<file path="src/rtl/arb_mux21_wrr_pkg.sv">
// Shared state encodings, word field offsets and default weights for the
// arb_mux21_wrr 2:1 weighted round-robin scheduler.
package arb_mux21_wrr_pkg;

  typedef enum logic [1:0] {
    ST_IDLE   = 2'd0,
    ST_SERVE0 = 2'd1,
    ST_SERVE1 = 2'd2
  } arb_state_e;

  localparam int CLASS_MSB   = 9;
  localparam int CLASS_LSB   = 8;
  localparam int PAYLOAD_MSB = 7;

  localparam int DEF_WEIGHT0 = 2;
  localparam int DEF_WEIGHT1 = 2;
  localparam int DEF_CNT_W   = 4;

  function automatic logic [15:0] sat_inc16(input logic [15:0] v);
    return (v == 16'hFFFF) ? v : v + 16'd1;
  endfunction

endpackage

</file>
<file path="src/rtl/arb_mux21_wrr_if.sv">
// FIFO-side and egress-side signal bundle of arb_mux21_wrr.
// The grant counters exist only when ARB_GRANT_CNT_EN is defined.
interface arb_mux21_wrr_if #(
  parameter int DATA_W = 10,
  parameter int OUT_W  = 8
);
  logic              fifo0_empty;
  logic              fifo1_empty;
  logic [DATA_W-1:0] fifo0_data;
  logic [DATA_W-1:0] fifo1_data;
  logic              down_almost_full;
  logic              pop0;
  logic              pop1;
  logic [OUT_W-1:0]  out;
  logic [1:0]        out_class;
  logic              valid_out;
  logic              grant;
`ifdef ARB_GRANT_CNT_EN
  logic [15:0]       grant0_cnt;
  logic [15:0]       grant1_cnt;

  modport slave (
    input  fifo0_empty, fifo1_empty, fifo0_data, fifo1_data, down_almost_full,
    output pop0, pop1, out, out_class, valid_out, grant, grant0_cnt, grant1_cnt
  );
  modport master (
    output fifo0_empty, fifo1_empty, fifo0_data, fifo1_data, down_almost_full,
    input  pop0, pop1, out, out_class, valid_out, grant, grant0_cnt, grant1_cnt
  );
`else
  modport slave (
    input  fifo0_empty, fifo1_empty, fifo0_data, fifo1_data, down_almost_full,
    output pop0, pop1, out, out_class, valid_out, grant
  );
  modport master (
    output fifo0_empty, fifo1_empty, fifo0_data, fifo1_data, down_almost_full,
    input  pop0, pop1, out, out_class, valid_out, grant
  );
`endif
endinterface

</file>
<file path="src/rtl/arb_mux21_wrr_out_stage.sv">
// Output stage: delays the pop strobe to line up with FIFO read data, then
// registers the selected word as payload/class with a valid flag.
module arb_mux21_wrr_out_stage
  import arb_mux21_wrr_pkg::*;
#(
  parameter int DATA_W = 10,
  parameter int OUT_W  = 8
) (
  input  logic              clk,
  input  logic              reset,
  input  logic              pop0_i,
  input  logic              pop1_i,
  input  logic [DATA_W-1:0] data0_i,
  input  logic [DATA_W-1:0] data1_i,
  output logic [OUT_W-1:0]  out_o,
  output logic [1:0]        class_o,
  output logic              valid_o
);

  logic              pop_q;
  logic              src_q;
  logic [DATA_W-1:0] word_d;
  logic [OUT_W-1:0]  out_q, out_d;
  logic [1:0]        class_q, class_d;
  logic              valid_q;

  // Select the word read last cycle; hold the outputs when nothing arrives.
  always_comb begin
    word_d = src_q ? data1_i : data0_i;
    if (pop_q) begin
      out_d   = word_d[PAYLOAD_MSB:0];
      class_d = word_d[CLASS_MSB:CLASS_LSB];
    end else begin
      out_d   = out_q;
      class_d = class_q;
    end
  end

  // Pipeline registers; reset drops any word still in flight.
  always_ff @(posedge clk) begin
    if (reset) begin
      pop_q   <= 1'b0;
      src_q   <= 1'b0;
      out_q   <= {OUT_W{1'b0}};
      class_q <= 2'b00;
      valid_q <= 1'b0;
    end else begin
      pop_q   <= pop0_i | pop1_i;
      src_q   <= pop1_i;
      out_q   <= out_d;
      class_q <= class_d;
      valid_q <= pop_q;
    end
  end

  assign out_o   = out_q;
  assign class_o = class_q;
  assign valid_o = valid_q;

endmodule

</file>
<file path="src/rtl/arb_mux21_wrr.sv">
// 2:1 weighted round-robin scheduler draining two ingress FIFOs into one egress
// stream. Define ARB_GRANT_CNT_EN to add saturating per-source pop counters.
module arb_mux21_wrr
  import arb_mux21_wrr_pkg::*;
#(
  parameter int DATA_W  = 10,
  parameter int OUT_W   = 8,
  parameter int WEIGHT0 = DEF_WEIGHT0,
  parameter int WEIGHT1 = DEF_WEIGHT1,
  parameter int CNT_W   = DEF_CNT_W
) (
  input  logic           clk,
  input  logic           reset,
  arb_mux21_wrr_if.slave bus
);

  arb_state_e       state_q, state_d;
  logic [CNT_W-1:0] wcnt_q, wcnt_d;
  logic             last_q, last_d;
  logic             grant_q, grant_d;
  logic             pop0_s, pop1_s;
  logic [CNT_W-1:0] wcnt_inc_s;
  logic             cur_s, own_empty_s, oth_empty_s, turn_end_s;
  arb_state_e       oth_st_s;

  assign pop0_s = (state_q == ST_SERVE0) & ~bus.fifo0_empty & ~bus.down_almost_full & ~reset;
  assign pop1_s = (state_q == ST_SERVE1) & ~bus.fifo1_empty & ~bus.down_almost_full & ~reset;

  // Both SERVE states share one body, expressed relative to the served side.
  assign wcnt_inc_s  = wcnt_q + CNT_W'(1'b1);
  assign cur_s       = (state_q == ST_SERVE1);
  assign own_empty_s = cur_s ? bus.fifo1_empty : bus.fifo0_empty;
  assign oth_empty_s = cur_s ? bus.fifo0_empty : bus.fifo1_empty;
  assign turn_end_s  = cur_s ? (wcnt_inc_s == CNT_W'(WEIGHT1)) : (wcnt_inc_s == CNT_W'(WEIGHT0));
  assign oth_st_s    = cur_s ? ST_SERVE0 : ST_SERVE1;

  // Next-state, weight counter and turn bookkeeping.
  always_comb begin
    state_d = state_q;
    wcnt_d  = wcnt_q;
    last_d  = last_q;
    grant_d = grant_q;
    case (state_q)
      ST_IDLE: begin
        if (!bus.fifo0_empty && !bus.fifo1_empty) begin
          state_d = last_q ? ST_SERVE0 : ST_SERVE1;
          grant_d = ~last_q;
          wcnt_d  = {CNT_W{1'b0}};
        end else if (!bus.fifo0_empty) begin
          state_d = ST_SERVE0;
          grant_d = 1'b0;
          wcnt_d  = {CNT_W{1'b0}};
        end else if (!bus.fifo1_empty) begin
          state_d = ST_SERVE1;
          grant_d = 1'b1;
          wcnt_d  = {CNT_W{1'b0}};
        end else begin
          state_d = ST_IDLE;
        end
      end
      ST_SERVE0, ST_SERVE1: begin
        if (bus.down_almost_full) begin
          state_d = state_q;
        end else if (own_empty_s) begin
          wcnt_d = {CNT_W{1'b0}};
          last_d = cur_s;
          if (!oth_empty_s) begin
            state_d = oth_st_s;
            grant_d = ~cur_s;
          end else begin
            state_d = ST_IDLE;
          end
        end else if (turn_end_s) begin
          // Hand over only when the other side has work; else keep serving.
          wcnt_d = {CNT_W{1'b0}};
          if (!oth_empty_s) begin
            state_d = oth_st_s;
            grant_d = ~cur_s;
            last_d  = cur_s;
          end else begin
            state_d = state_q;
          end
        end else begin
          wcnt_d = wcnt_inc_s;
        end
      end
      default: begin
        state_d = ST_IDLE;
        wcnt_d  = {CNT_W{1'b0}};
      end
    endcase
  end

  // Scheduler state registers.
  always_ff @(posedge clk) begin
    if (reset) begin
      state_q <= ST_IDLE;
      wcnt_q  <= {CNT_W{1'b0}};
      last_q  <= 1'b1;
      grant_q <= 1'b0;
    end else begin
      state_q <= state_d;
      wcnt_q  <= wcnt_d;
      last_q  <= last_d;
      grant_q <= grant_d;
    end
  end

  assign bus.pop0  = pop0_s;
  assign bus.pop1  = pop1_s;
  assign bus.grant = grant_q;

  arb_mux21_wrr_out_stage #(
    .DATA_W(DATA_W),
    .OUT_W (OUT_W)
  ) u_out_stage (
    .clk    (clk),
    .reset  (reset),
    .pop0_i (pop0_s),
    .pop1_i (pop1_s),
    .data0_i(bus.fifo0_data),
    .data1_i(bus.fifo1_data),
    .out_o  (bus.out),
    .class_o(bus.out_class),
    .valid_o(bus.valid_out)
  );

`ifdef ARB_GRANT_CNT_EN
  logic [15:0] gcnt0_q, gcnt1_q;

  // Saturating per-source pop counters.
  always_ff @(posedge clk) begin
    if (reset) begin
      gcnt0_q <= 16'h0000;
      gcnt1_q <= 16'h0000;
    end else begin
      gcnt0_q <= pop0_s ? sat_inc16(gcnt0_q) : gcnt0_q;
      gcnt1_q <= pop1_s ? sat_inc16(gcnt1_q) : gcnt1_q;
    end
  end

  assign bus.grant0_cnt = gcnt0_q;
  assign bus.grant1_cnt = gcnt1_q;
`endif

endmodule

</file>
<file path="src/flat_wrapper.sv">
// flat-port wrapper written by rule: the top's interface ports become plain ports
module arb_mux21_wrr_flat import arb_mux21_wrr_pkg::*;
#(
  parameter int DATA_W  = 10,
  parameter int OUT_W   = 8,
  parameter int WEIGHT0 = DEF_WEIGHT0,
  parameter int WEIGHT1 = DEF_WEIGHT1,
  parameter int CNT_W   = DEF_CNT_W
)
  (clk, reset, bus_fifo0_empty, bus_fifo1_empty, bus_fifo0_data, bus_fifo1_data, bus_down_almost_full, bus_pop0, bus_pop1, bus_out, bus_out_class, bus_valid_out, bus_grant);
  arb_mux21_wrr_if #(.DATA_W(DATA_W), .OUT_W(OUT_W)) bus_i ();
  input  logic clk;
  input  logic reset;
  input wire logic [$bits(bus_i.fifo0_empty)-1:0] bus_fifo0_empty;
  input wire logic [$bits(bus_i.fifo1_empty)-1:0] bus_fifo1_empty;
  input wire logic [$bits(bus_i.fifo0_data)-1:0] bus_fifo0_data;
  input wire logic [$bits(bus_i.fifo1_data)-1:0] bus_fifo1_data;
  input wire logic [$bits(bus_i.down_almost_full)-1:0] bus_down_almost_full;
  output wire logic [$bits(bus_i.pop0)-1:0] bus_pop0;
  output wire logic [$bits(bus_i.pop1)-1:0] bus_pop1;
  output wire logic [$bits(bus_i.out)-1:0] bus_out;
  output wire logic [$bits(bus_i.out_class)-1:0] bus_out_class;
  output wire logic [$bits(bus_i.valid_out)-1:0] bus_valid_out;
  output wire logic [$bits(bus_i.grant)-1:0] bus_grant;
  assign bus_i.fifo0_empty = bus_fifo0_empty;
  assign bus_i.fifo1_empty = bus_fifo1_empty;
  assign bus_i.fifo0_data = bus_fifo0_data;
  assign bus_i.fifo1_data = bus_fifo1_data;
  assign bus_i.down_almost_full = bus_down_almost_full;
  assign bus_pop0 = bus_i.pop0;
  assign bus_pop1 = bus_i.pop1;
  assign bus_out = bus_i.out;
  assign bus_out_class = bus_i.out_class;
  assign bus_valid_out = bus_i.valid_out;
  assign bus_grant = bus_i.grant;
  arb_mux21_wrr #(.DATA_W(DATA_W), .OUT_W(OUT_W), .WEIGHT0(WEIGHT0), .WEIGHT1(WEIGHT1), .CNT_W(CNT_W)) u_core (.clk(clk), .reset(reset), .bus(bus_i));
endmodule
</file>
<file path="config.mk">
export PLATFORM = sky130hd
export DESIGN_NAME = arb_mux21_wrr_flat
export DESIGN_NICKNAME = d
export VERILOG_FILES = /design/src/rtl/arb_mux21_wrr_pkg.sv /design/src/rtl/arb_mux21_wrr_if.sv /design/src/rtl/arb_mux21_wrr_out_stage.sv /design/src/rtl/arb_mux21_wrr.sv /design/src/flat_wrapper.sv
export SDC_FILE = /design/constraint.sdc
export NUM_CORES = 1
export LEC_CHECK = 0
export ABC_AREA = 1
export CORE_MARGIN = 5
export CORE_UTILIZATION = 44
export CTS_BUF_LIST = sky130_fd_sc_hd__clkbuf_16
export CTS_CLUSTER_SIZE = 20
export DETAILED_ROUTE_END_ITERATION = 8
export GPL_ROUTABILITY_DRIVEN = 0
export PLACE_DENSITY = 0.77
export SLEW_MARGIN = 20
export SYNTH_ARGS = -nofsm -noshare
export SYNTH_HDL_FRONTEND = slang
export SYNTH_SLANG_ARGS = --single-unit
</file>
<file path="constraint.sdc">
create_clock -name clk -period 4 [get_ports clk]
set_input_delay 1.2 -clock clk [delete_from_list [all_inputs] [get_ports clk]]
set_output_delay 1.2 -clock clk [all_outputs]
set_load 0.02 [all_outputs]
</file>
==> results.tsv, run 1 <==
metric	value	unit
status	completed	
r2r_slack	2.15	ns
grt_max_degree	16	
antenna_left	0	
finClkSkew	0.001231	ns
maxCapViolCount	0	
rr_endpoint	u_core.wcnt_q[1]	
dr.pass1.iters	4	
n_antenna_cell	0	
ys_warn_count	0	
drv_slew	0	
grtUsageMet3	3.404	%
path_delay_family	buffers and inverters	
syn2layout_area_growth	42.68	%
postCtsHoldBufs	0	
dpl.hpwl	2280	microns
n_fill_cell	231	
clockRootBuffer	clkbuf_16	
cts-buffers-inserted	3	
clkTransAtPathRegs	0.06	ns
cts_max_path_buffers	2	
path_common_cell	clkdlybuf4s50_1	
seq_area	420.4	sq um
hold_path.class	reg -> reg	
synth-edff-count	0	
start_util	45.91	%
reg2reg_depth	8	
grt_pass1_wl	5092	microns
min-delay-start	u_core.bus.grant	
clk_latency	0.25	ns
ios	39	
async_flop_share	0	%
portBuffers	38	
rsz0062_at_grt	no	
drive_gt1_share	5.882	%
fin_crit_sh	94.55	%
worstHoldEndpoint	u_core.bus.grant	
period_needed	3.782	ns
hold_viol_final	0	
syn_nets	196	
postSynthAreaPerCell	6.893	sq um
critPathRequiredTime	2.80	ns
routedWlPerCell	13.22	microns
postPlaceCellArea	1544	sq um
cts_resized	0	
totalWireLength	3094	microns
end_kind	primary output	
synth_most_common_cell	nand2_1	
antenna_found_initial	0	
ys_top_cells_by_area	dfxtp_1 (37%), nand2_1 (13%), a21oi_1 (12%)	
ir_drop	0.3620	mV
viasPerCell	5.107	
cts_tree	done	
gr-total-overflow	0	
grtUsageMet2	31.15	%
p_leak	0.7171	nW
dr.first_iter.drc_count	38	
grt.busiest_layer	met2	
clock-sinks	21	
cpPeakStageDelay	0.60	ns
grtUsageTotal	17.82	%
yosysTopAreaCell	dfxtp_1	
multi_input_comb_area	619.3	sq um
path_cells	clkdlybuf4s50_1 > inv_1 > nand2_4 > nor2_1 > clkdlybuf4s50_1	
syn-cell-area	1137	sq um
fmax	0.2644	GHz
crit_fanout	5	
die_x	60.84	microns
worstSetupStartpointType	primary input	
use_met1	22.14	%
synth_top_cell_area_share	36.96	%
final_nets	236	
drc	0	
slew_headroom	71.45	%
rows	18	
critical_path_buf_inv_count	3	
crit_slowest_cell	clkdlybuf4s50_1	
ys_top_cells_by_count	nand2_1 (40), a21oi_1 (28), dfxtp_1 (21)	
netlist_instances	165	
yosys_most_used_dff	dfxtp_1	
worstMarginPinSlew	0.4277	ns
yosys_register_bits	21	
dieArea	3702	sq um
core	2477	sq um
post-cts-setup-buffers	0	
p_total	896.3	uW
num_vias	1195	
synth_cell_type_count	18	
setup_violations	0	
grt_pass1_vias	1193	
crit-reg2reg-launch	u_core.state_q[0]	
criticalPathCategory	in -> out	
arrival	2.58	ns
min_delay_path_depth	2	
powerDensity	552.3	nW/um^2
yosysSeqAreaShare	36.96	%
setup_tns	0	ns
finish.instance_area	1623	sq um
die_y	60.84	microns
htree_levels	1	
-- per-stage QoR --
step	hold slack, ns	utilization [%]	setup slack (ns)	cells
global placement	0.4662	62.32	0.2391	230
CTS	0.4946	65.51	0.2185	234
floorplan	0.4443	-	1.106	165
finish	0.4898	65.51	0.2179	234
detailed placement	0.4790	62.32	0.2192	230
global route	0.5219	65.51	0.1417	234
-- sequential cells by signal, indices dropped and copies added (netlist names) --
signal,flops
u_core.u_out_stage.out_o,8
u_core.wcnt_q,4
u_core.state_q,2
u_core.u_out_stage.class_o,2
u_core.bus.grant,1
u_core.last_q,1
u_core.u_out_stage.pop_q,1
u_core.u_out_stage.src_q,1
u_core.u_out_stage.valid_o,1
-- report_power, final --
group | internal, mW | total (mW) | switching (mW)
logic | 0.164 | 0.412 | 0.249
clock network | 0.133 | 0.208 | 0.0752
registers | 0.244 | 0.276 | 0.0316
total | 0.541 | 0.896 | 0.356
-- cell families after synthesis --
group | after synthesis | synth area share [%]
buf+inv | 24 | 8.580
simple gates | 68 | 26.95
compound gates | 46 | 20.90
flops | 21 | 36.96
fa+ha+maj | 6 | 6.600
-- tightest hold or removal path: stages (launching register included) --
cell,delay [ns]
dfxtp_1,0.33
a21oi_1,0.04
nor2_1,0.08
-- how the worst max path moves through the flow --
stage,from,to,cells past startpoint
global placement,bus_fifo1_empty,bus_pop1,5
detailed placement,bus_fifo1_empty,bus_pop1,5
CTS,bus_fifo1_empty,bus_pop1,5
finish,bus_fifo1_empty,bus_pop1,5
floorplan,reset,bus_pop0,3
global route,bus_fifo1_empty,bus_pop1,5
-- routing by layer --
layer,share of wire [%],up-vias,wire (microns)
met1,43,534,1338
met5,0,-,0
met4,1.0,0,31
met2,51,31,1564
li1,-,626,-
met3,5.1,4,159
-- layout make-up --
| type | count | area share (%) |
|---|---|---|
| clock buffer | 3 | 4.626 |
| tap | 30 | 2.313 |
| timing repair buffer | 40 | 24.36 |
| inverter | 19 | 4.395 |
| multi-input combinational | 120 | 38.16 |
| sequential | 21 | 25.91 |
| clock inverter | 1 | 0.2313 |
-- layout by cell type, fill, tap and decap left out, drive strengths merged, types with 2 or more instances in the layout --
cell / count
a21oi: 29
buf: 2
clkbuf: 3
clkdlybuf4s50: 38
dfxtp: 21
ha: 6
inv: 19
nand2: 44
nand3: 11
nor2: 11
o21ai: 17
Note: power is estimated with default switching activity, not from simulation.
==> run 2, diff against run 1 <==
clock period = 4.2 ns   (was 4 ns; I/O delays follow)
==> run 2 against run 1 <==
Cell area decreased by 0.46%. Final cell count fell by 0.43%. Sequential power shrank 6%. Routed wire length fell by 5.9%. Non-clock buffer count decreased by 1. Clock power down 6%. Clock-buffer cell count unchanged. Core utilization down 0.30 points. Clock skew is 0.0029 ns higher.
==> results.tsv, run 2 (synthesized netlist as in run 1, its figures left out) <==
metric	value	unit	change
status	completed		unchanged
worstMarginPinSlew	0.4191	ns	was 0.4277 ns
powerDensity	524.4	nW/um^2	was 552.3 nW/um^2
die_y	60.84	microns	unchanged
drc	0		unchanged
die_x	60.84	microns	unchanged
multi_input_comb_area	619.3	sq um	unchanged
dr.first_iter.drc_count	46		was 38
cts_max_path_buffers	2		unchanged
syn2layout_area_growth	42.02	%	was 42.68%
r2r_slack	2.37	ns	was 2.15 ns
seq_area	420.4	sq um	unchanged
ir_drop	0.3377	mV	was 0.3620 mV
rsz0062_at_grt	no		unchanged
grt_pass1_wl	4919	microns	was 5092 microns
criticalPathCategory	in -> out		unchanged
worstHoldEndpoint	u_core.bus.grant		unchanged
totalWireLength	2912	microns	was 3094 microns
crit-reg2reg-launch	u_core.state_q[0]		unchanged
final_nets	235		was 236
maxCapViolCount	0		unchanged
clkTransAtPathRegs	0.06	ns	about the same
layout_common_cells	nand2_1 (40), clkdlybuf4s50_1 (38), a21oi_1 (28)		unchanged
reg2reg_depth	8		unchanged
cts_resized	0		unchanged
start_util	45.91	%	unchanged
postCtsHoldBufs	0		unchanged
drv_slew	0		unchanged
core	2477	sq um	unchanged
grt_pass1_vias	1146		was 1193
dr.pass1.iters	4		unchanged
routedWlPerCell	12.50	microns	was 13.22 microns
clk_latency	0.25	ns	about the same
viasPerCell	5.112		was 5.107
ios	39		unchanged
n_antenna_cell	0		unchanged
rr_endpoint	u_core.wcnt_q[1]		unchanged
post-cts-setup-buffers	0		unchanged
crit_fanout	5		unchanged
drive_gt1_share	5.419	%	was 5.882%
fin_crit_sh	94.60	%	
setup_violations	0		unchanged
cts_tree	done		unchanged
finish.instance_area	1615	sq um	was 1623 sq um
layout.cells.most_common	nand2_1		unchanged
setup_tns	0	ns	unchanged
largest_reg_flops	8		unchanged
worstSetupStartpointType	primary input		unchanged
arrival	2.71	ns	was 2.58 ns
postPlaceCellArea	1536	sq um	was 1544 sq um
fmax	0.2517	GHz	
grt_max_degree	16		unchanged
grtUsageTotal	17.32	%	was 17.82%
dpl.hpwl	2269	microns	was 2280 microns
n_fill_cell	220		was 231
min-delay-start	u_core.bus.grant		unchanged
hold_viol_final	0		unchanged
clockRootBuffer	clkbuf_16		unchanged
antenna_found_initial	0		unchanged
hold_path.class	reg -> reg		unchanged
portBuffers	38		unchanged
finClkSkew	0.004085	ns	was 0.001231 ns
p_leak	0.7123	nW	was 0.7171 nW
clock-sinks	21		unchanged
rows	18		unchanged
dieArea	3702	sq um	unchanged
gr-total-overflow	0		unchanged
min_delay_path_depth	2		unchanged
slew_headroom	72.02	%	was 71.45%
end_kind	primary output		unchanged
num_vias	1191		was 1195
htree_levels	1		unchanged
period_needed	3.973	ns	
cts-buffers-inserted	3		unchanged
antenna_left	0		unchanged
critPathRequiredTime	2.94	ns	was 2.80 ns
-- run 2: routing by layer --
| metal | vias up | part of all wire, % | wire length (microns) | track usage (%) |
|---|---|---|---|---|
| met1 | 542 | 43 | 1257 | 21.03 |
| met2 | 34 | 50 | 1459 | 28.85 |
| met4 | 0 | 1.3 | 37 | 6.811 |
| met3 | 6 | 5.4 | 158 | 4.894 |
| li1 | 609 | - | - | - |
| met5 | - | 0 | 0 | 0 |
-- run 2: area by class of cell --
class / count / share of cell area [%]
Clock buffer: 3 / 4.648
Clock inverter: 1 / 0.2324
Inverter: 19 / 4.415
Multi-Input combinational cell: 120 / 38.34
Sequential cell: 21 / 26.03
Tap cell: 30 / 2.324
Timing Repair Buffer: 39 / 24.01
-- run 2: stage by stage --
stage          total power, mW  std cells  utilization, %  hold WS, ns  worst slack [ns]
5_1_grt                 0.9168        233           65.20       0.5202            0.1351
2_1_floorplan           0.5567        165               -       0.4443             1.186
3_3_place_gp            0.6411        229           62.02       0.4637            0.2528
6_report                0.8470        233           65.20       0.4795            0.2269
4_1_cts                 0.8507        233           65.20       0.4906            0.2199
3_5_place_dp            0.6535        229           62.02       0.4759            0.2374
-- run 2: worst max path at each step --
| stage | cells after the start | to | slack [ns] | from |
|---|---|---|---|---|
| 4_1_cts | 5 | bus_pop0 | 0.22 | reset |
| 6_report | 5 | bus_pop0 | 0.23 | reset |
| 2_1_floorplan | 3 | bus_pop0 | 1.19 | reset |
| 5_1_grt | 5 | bus_pop0 | 0.14 | reset |
| 3_3_place_gp | 5 | bus_pop1 | 0.25 | reset |
| 3_5_place_dp | 5 | bus_pop0 | 0.24 | reset |
-- run 2: critical path, stage by stage --
cell             delay, ns
clkdlybuf4s50_1       0.50
inv_1                 0.13
nand2_1               0.11
nor2_1                0.11
clkdlybuf4s50_1       0.61
-- run 2: report_power, final --
group	leakage, nW	switching (mW)	total (mW)	internal (mW)
Combinational	0.499	0.236	0.391	0.155
Clock	0.0423	0.0692	0.196	0.127
Sequential	0.171	0.0280	0.260	0.232
Total	0.712	0.333	0.847	0.514
==> run 3, diff against run 2 <==
CAP_MARGIN = 20   (was default)
REMOVE_ABC_BUFFERS = 1   (was default)
==> run 3 against run 2 <==
Power grew 0.14%. Clock-buffer cell count is the same. Sequential power is essentially flat. Combinational power is essentially flat. Core utilization is the same. Final cell count is the same. Non-clock buffer count is the same. Clock power is essentially flat. Register-to-register slack gained 0.04 ns. Critical path depth is the same. Worst hold slack gained 0.0014 ns. Global-route usage is essentially flat. Critical path type unchanged.
==> results.tsv, run 3 (synthesized netlist as in run 1, its figures left out) <==
metric	value	unit	change
status	completed		unchanged
setup_violations	0		unchanged
slew_headroom	69.71	%	was 72.02%
arrival	2.74	ns	was 2.71 ns
cp-startpoint	reset		unchanged
crit_slowest_cell	clkdlybuf4s50_1		unchanged
post-cts-setup-buffers	0		unchanged
finish.instance_area	1615	sq um	unchanged
drive_gt1_share	5.419	%	unchanged
ios	39		unchanged
rows	18		unchanged
post-place-ws	0.2271	ns	was 0.2374 ns
antenna_found_initial	0		unchanged
grt_max_degree	16		unchanged
hold_viol_final	0		unchanged
portBuffers	38		unchanged
viasPerCell	5.202		was 5.112
path_common_cell	clkdlybuf4s50_1		unchanged
cts_max_path_buffers	2		unchanged
rsz0062_at_grt	no		unchanged
worstSetupStartpointType	primary input		unchanged
powerDensity	525.1	nW/um^2	was 524.4 nW/um^2
totalWireLength	2987	microns	was 2912 microns
p_leak	0.7123	nW	unchanged
n_antenna_cell	0		unchanged
end_kind	primary output		unchanged
rr_endpoint	u_core.wcnt_q[1]		unchanged
htree_levels	1		unchanged
cts_tree	done		unchanged
clockRootBuffer	clkbuf_16		unchanged
maxCapViolCount	0		unchanged
clk_latency	0.25	ns	about the same
cts-buffers-inserted	3		unchanged
final_nets	235		unchanged
postCtsHoldBufs	0		unchanged
worst_slack	0.1996	ns	was 0.2269 ns
r2r_slack	2.41	ns	was 2.37 ns
antenna_left	0		unchanged
routedWlPerCell	12.82	microns	was 12.50 microns
crit_path_end	bus_pop0		unchanged
cts_resized	0		unchanged
hold_path.class	reg -> reg		unchanged
fmax	0.2500	GHz	was 0.2517 GHz
die_y	60.84	microns	unchanged
clock-sinks	21		unchanged
syn2layout_area_growth	42.02	%	unchanged
drv_slew	0		unchanged
grt_pass1_vias	1182		was 1146
num_vias	1212		was 1191
path_cells	clkdlybuf4s50_1 > inv_1 > nand2_1 > nor2_1 > clkdlybuf4s50_1		unchanged
critPathRequiredTime	2.94	ns	about the same
crit-reg2reg-launch	u_core.state_q[0]		unchanged
crit_fanout	5		unchanged
die_x	60.84	microns	unchanged
grt_pass1_wl	4871	microns	was 4919 microns
clkTransAtPathRegs	0.05	ns	was 0.06 ns
finClkSkew	0.001924	ns	was 0.004085 ns
reg2reg_depth	8		unchanged
postPlaceCellArea	1536	sq um	unchanged
ir_drop	0.3330	mV	was 0.3377 mV
fin_crit_sh	95.25	%	was 94.60%
setup_tns	0	ns	unchanged
layout.cells.most_common	nand2_1		unchanged
start_util	45.91	%	unchanged
drc	0		unchanged
dpl.hpwl	2279	microns	was 2269 microns
cpPeakStageDelay	0.61	ns	about the same
period_needed	4.000	ns	was 3.973 ns
largest_reg_flops	8		unchanged
layout_common_cells	nand2_1 (40), clkdlybuf4s50_1 (38), a21oi_1 (28)		unchanged
worstMarginPinSlew	0.4496	ns	was 0.4191 ns
criticalPathCategory	in -> out		unchanged
dr.first_iter.drc_count	84		was 46
dr.pass1.iters	4		unchanged
grtUsageTotal	17.36	%	was 17.32%
dieArea	3702	sq um	unchanged
gr-total-overflow	0		unchanged
min_delay_path_depth	2		unchanged
core	2477	sq um	unchanged
[run 3: cell counts in the layout (fill, tap and decap cells not counted)]
No cell type changed its count.
[run 3: layer usage]
metal	track usage, %	up-vias	part of all wire [%]
met5	0	-	0
met4	4.025	0	0.77
met3	4.255	4	5.8
met2	32.52	40	53
met1	19.62	556	41
li1	-	612	-
[run 3: power by group]
part,switching (mW),internal [mW],total [mW]
logic,0.234,0.155,0.389
registers,0.0285,0.232,0.261
clock network,0.0714,0.127,0.198
[run 3: worst min path at each step]
stage / slack [ns] / from / end
3_3_place_gp: 0.47 / u_core.bus.grant / u_core.bus.grant
2_1_floorplan: 0.44 / u_core.last_q / u_core.last_q
6_report: 0.48 / u_core.last_q / u_core.last_q
3_5_place_dp: 0.48 / u_core.wcnt_q[3] / u_core.wcnt_q[3]
4_1_cts: 0.49 / u_core.wcnt_q[3] / u_core.wcnt_q[3]
5_1_grt: 0.54 / u_core.wcnt_q[3] / u_core.wcnt_q[3]
[run 3: cell type report]
| cell class | count | area, sq um |
|---|---|---|
| multi-input cells | 120 | 619.3 |
| clock inverters | 1 | 3.754 |
| repair buffers | 39 | 387.9 |
| inverters | 19 | 71.32 |
| well taps | 30 | 37.54 |
| flip-flops and latches | 21 | 420.4 |
| fillers | 216 | 862.1 |
| clock buffers | 3 | 75.07 |
[run 3: critical path: cells and delay by family]
kind	cells	cell delay (ns)
buffers and inverters	3	1.25
AND/OR/NAND/NOR	2	0.22
[run 3: per-stage QoR]
| step | power (mW) | utilization (%) | hold WS, ns | cells |
|---|---|---|---|---|
| floorplan | 0.5374 | - | 0.4443 | 160 |
| global placement | 0.6377 | 62.02 | 0.4669 | 229 |
| detailed placement | 0.6487 | 62.02 | 0.4759 | 229 |
| CTS | 0.8529 | 65.20 | 0.4853 | 233 |
| global route | 0.9224 | 65.20 | 0.5423 | 233 |
| finish | 0.8482 | 65.20 | 0.4809 | 233 |
